==> src/rtl/scan_mux_seq.sv <==
// N-channel time-division multiplexer with a built-in channel sequencer.
// Auto mode scans enabled channels in ascending order; manual mode follows man_sel.
module scan_mux_seq #(
    parameter int N_CH  = 4,
    parameter int W     = 1,
    parameter int DWELL = 3,
    localparam int SW   = $clog2(N_CH)
) (
    input  logic              clk,
    input  logic              rst_n,
    input  logic              en,
    input  logic              mode,
    input  logic [SW-1:0]     man_sel,
    input  logic [N_CH-1:0]   ch_mask,
    input  logic [N_CH*W-1:0] in,
    output logic [W-1:0]      y,
    output logic [SW-1:0]     y_ch,
    output logic              y_valid,
    output logic              wrap
);

    localparam int DW = (DWELL > 1) ? $clog2(DWELL) : 1;
    localparam logic [DW-1:0] DWELL_LAST = DW'(DWELL - 1);

    logic [SW-1:0] sel, sel_nx;
    logic [DW-1:0] dwell_cnt, dwell_nx;
    logic          wrap_pend, wrap_pend_nx;

    logic [SW-1:0] next_ch;
    logic          next_wraps;
    logic          found_up, found_any;
    logic          man_ok;

    // Next enabled channel above sel; otherwise the lowest enabled channel (a wrap).
    always_comb begin
        next_ch   = sel;
        found_up  = 1'b0;
        found_any = 1'b0;
        for (int i = 0; i < N_CH; i++) begin
            if (!found_up && ch_mask[i] && (SW'(i) > sel)) begin
                next_ch  = SW'(i);
                found_up = 1'b1;
            end
        end
        if (!found_up) begin
            for (int i = 0; i < N_CH; i++) begin
                if (!found_any && ch_mask[i]) begin
                    next_ch   = SW'(i);
                    found_any = 1'b1;
                end
            end
        end
        next_wraps = (next_ch <= sel);
    end

    assign man_ok = (int'(man_sel) < N_CH);

    // The wrap flag is held one cycle so it lines up with the new sel appearing on y_ch.
    always_comb begin
        sel_nx       = sel;
        dwell_nx     = dwell_cnt;
        wrap_pend_nx = wrap_pend;
        if (en) begin
            if (mode) begin
                if (man_ok) begin
                    sel_nx = man_sel;
                end
                dwell_nx     = '0;
                wrap_pend_nx = 1'b0;
            end else if (ch_mask == '0) begin
                wrap_pend_nx = 1'b0;
            end else if (!ch_mask[sel] || (dwell_cnt == DWELL_LAST)) begin
                sel_nx       = next_ch;
                dwell_nx     = '0;
                wrap_pend_nx = next_wraps;
            end else begin
                dwell_nx     = dwell_cnt + DW'(1);
                wrap_pend_nx = 1'b0;
            end
        end
    end

    always_ff @(posedge clk or negedge rst_n) begin
        if (!rst_n) begin
            sel       <= '0;
            dwell_cnt <= '0;
            wrap_pend <= 1'b0;
            y         <= '0;
            y_ch      <= '0;
            y_valid   <= 1'b0;
            wrap      <= 1'b0;
        end else begin
            sel       <= sel_nx;
            dwell_cnt <= dwell_nx;
            wrap_pend <= wrap_pend_nx;
            if (en) begin
                y       <= in[int'(sel)*W +: W];
                y_ch    <= sel;
                y_valid <= ch_mask[sel];
                wrap    <= wrap_pend & ~mode & (|ch_mask);
            end else begin
                y_valid <= 1'b0;
                wrap    <= 1'b0;
            end
        end
    end

endmodule

==> config.mk <==
export PLATFORM = sky130hd
export DESIGN_NAME = scan_mux_seq
export DESIGN_NICKNAME = d
export VERILOG_FILES = /design/src/rtl/scan_mux_seq.sv
export SDC_FILE = /design/constraint.sdc
export NUM_CORES = 1
export LEC_CHECK = 0
export CAP_MARGIN = 10
export CORE_UTILIZATION = 41
export CTS_CLUSTER_DIAMETER = 40
export DETAILED_ROUTE_END_ITERATION = 10
export GPL_ROUTABILITY_DRIVEN = 0
export PLACE_DENSITY_LB_ADDON = 0.3
export SYNTH_ARGS = -nofsm -noshare
export SYNTH_HDL_FRONTEND = slang
export SYNTH_SLANG_ARGS = --single-unit
==> constraint.sdc <==
create_clock -name clk -period 1.7 [get_ports clk]
set_input_delay 0.17 -clock clk [delete_from_list [all_inputs] [get_ports clk]]
set_output_delay 0.17 -clock clk [all_outputs]
set_load 0.01 [all_outputs]
==> impl_metrics.json <==
{
  "outcome": "complete, no violations",
  "clock_skew_ns": 0.00184,
  "synth_adder_area_share_pct": 5.73,
  "grt.busiest_layer": "met2",
  "synthMuxAreaShare_pct": 14.1,
  "min_period_over_period_pct": 95.7,
  "yosys_warnings": 0,
  "syn_inst": 63,
  "grt_max_degree": 11,
  "worst_pin_slew_ns": 0.445,
  "crit_chain": "or2_4 -> a21oi_4 -> a211oi_2 -> ha_1 -> nor2b_4 -> o21ai_1 -> nand3_1 -> o21ai_1",
  "timing.rr.end": "wrap_pend",
  "wirelength_um": 1390,
  "synth_seq_cells": 10,
  "setup_violations": 0,
  "max_stage_delay_ns": 0.39,
  "synth_top_area_share_pct": 38.2,
  "reg2reg_slack_ns": 0.07,
  "vias_per_cell": 5.28,
  "required_ns": 1.90,
  "use_met2_pct": 31.6,
  "die_w_um": 42.0,
  "utilization_pct": 68.5,
  "reg2reg_depth": 8,
  "cts_root_buf": "clkbuf_4",
  "final_common_cell": "clkdlybuf4s50_1",
  "synthArstFlopShare_pct": 100,
  "slew_headroom_pct": 70.2,
  "final_cell_mix": "clkdlybuf4s50_1 (14), buf_4 (13), dfrtp_1 (9)",
  "start_util_pct": 43.5,
  "met3_usage_pct": 2.59,
  "drive_above_1_share_pct": 35.4,
  "rsz0062_at_grt": "true",
  "first_global_vias": 575,
  "io_buffers": 18,
  "max_cap_violations": 0,
  "synth_top_family_by_area": "simple AND/OR/NAND/NOR gates",
  "drc": 0,
  "first_pass_iters": 3,
  "holdWs_ns": 0.208,
  "slowest_stage": "dfrtp_1",
  "io-pin-count": 19,
  "antenna_found_initial": 0,
  "syn-cell-area_sq_um": 656,
  "wl_per_cell_um": 12.4,
  "area_delta_synth_final_pct": 57.4,
  "yosysTopAreaCell": "dfrtp_1",
  "arrival_ns": 1.83,
  "critPathLaunchType": "register",
  "nets": 114,
  "grtUsageTotal_pct": 17.7,
  "cp-endpoint": "wrap_pend",
  "clockBufferDepth": 2,
  "peakVddDrop_uv": 550,
  "fin_crit_ns": 1.63,
  "dieArea_sq_um": 1760,
  "die_h_um": 42.0,
  "postCtsHoldBufs": 0,
  "worstHoldPathType": "in -> async",
  "ys_top_cells_by_area": "dfrtp_1 (38%), ha_1 (5.7%), o21ai_0 (5.3%)",
  "crit_start": "sel[1]",
  "r2r_start": "sel[1]",
  "final-hold-violation-count": 0,
  "max_freq_mhz": 614,
  "cp_max_fo": 2,
  "critPathCaptureType": "register",
  "vias": 591,
  "cp_common_cell": "o21ai_1",
  "n_antenna_cell": 0,
  "clock_latency_ns": 0.27,
  "leakage_nw": 0.486,
  "numCtsBuffers": 3,
  "ys_seq_area_share_pct": 38.2,
  "tritoncts": "built",
  "syn_area_per_cell_sq_um": 10.4,
  "cp_top_family": "simple AND/OR/NAND/NOR gates",
  "ys.flop_type": "dfrtp_1",
  "syn-num-nets": 80,
  "synth-edff-count": 0,
  "drt_iter0_markers": 11,
  "core_area_sq_um": 1510,
  "ys_types": 31,
  "yosys.area_share.simple_pct": 20.2,
  "gr-usage-met1_pct": 20.7,
  "n_fill_cell": 120,
  "grt-ovfl-total": 0,
  "critical_path_class": "reg -> reg",
  "p_per_area_nw_per_um2": 1200,
  "clkTransAtPathRegs_ns": 0.07,
  "grt_pass1_wl_um": 2370,
  "num_rows": 14,
  "maxSlewViolCount": 0,
  "clkSinkCount": 10,
  "h-tree-depth": 1,
  "crit_buf_inv": 0,
  "place_hpwl_um": 1100,
  "synth_compound_area_share_pct": 17.0,
  "synth-xor-area-share_pct": 0,
  "cp.depth": 8,
  "ant_nets": 0
}
-- worst min path at each step --
stage | start | cells past startpoint | to | slack (ns)
5_1_grt | rst_n | 1 | dwell_cnt[0] | 0.25
4_1_cts | rst_n | 1 | dwell_cnt[0] | 0.23
3_5_place_dp | dwell_cnt[1] | 2 | dwell_cnt[1] | 0.47
2_1_floorplan | rst_n | 0 | dwell_cnt[0] | -0.13
3_3_place_gp | wrap_pend | 1 | wrap | 0.47
6_report | rst_n | 1 | dwell_cnt[0] | 0.21
-- cell type report --
cell class                      count  area (sq um)  area share (%)
Inverter                            4          15.0            1.45
Sequential cell                    10           251            24.4
Tap cell                           16          20.0            1.94
Timing Repair Buffer               31           288            27.9
Multi-Input combinational cell     47           422            40.8
Clock buffer                        4          36.3            3.52
-- through the flow --
step	cell area, sq um	total power [mW]	setup TNS (ns)	setup WS [ns]	std cells
2_1_floorplan	666	0.709	0	0.0133	63
3_3_place_gp	933	0.929	-0.605	-0.236	107
3_5_place_dp	933	0.947	-0.744	-0.292	107
4_1_cts	970	1.16	0	0.0214	111
5_1_grt	1030	1.32	-0.0349	-0.0349	112
6_report	1030	1.24	0	0.0723	112
-- what timing repair did --
| action | 4_1_cts | 5_1_grt |
|---|---|---|
| endpoints found under the hold margin | 0 | 0 |
| setup endpoints to repair | 1 | 3 |
| pin swaps | 1 | 5 |
| buffers inserted | 0 | 1 |
| resized for setup | 0 | 18 |
| gates cloned | 0 | 0 |
-- synth_stat cells, types with 2 or more instances --
cell type and instances:
a21oi_1 3, dfrtp_1 10, a211oi_1 2, inv_1 4, o21ai_0 7, nand2b_1 3
nor2_1 2, nand2_1 4, ha_1 3, nor2b_1 2, mux2_2 3
-- power by group --
part / internal [mW] / switching, mW / leakage [nW]
clock: 0.130 / 0.0885 / 0.0210
combinational: 0.395 / 0.260 / 0.341
sequential: 0.312 / 0.0496 / 0.124
total: 0.837 / 0.398 / 0.486
-- flip-flops by register name, summed over array words and instances, names as in the netlist --
register   flops
dwell_cnt      2
y              1
wrap_pend      1
wrap           1
sel            2
y_valid        1
y_ch           2
-- metal layers --
metal  vias to the layer above  routed length, um
met5                         -                  0
met4                         0                 19
met3                         2                 36
met2                        14                701
met1                       279                635
li1                        296                  -
-- logic make-up (layout without fill, tap and decap cells) --
group	Yosys count	in the layout
buffers and inverters	6	39
flip-flops	10	10
multiplexers	6	6
AND/OR/NAND/NOR	21	21
AO/OA/AOI/OAI	17	17
adder cells (fa/ha/maj)	3	3
Note: power is estimated with default switching activity, not from simulation.
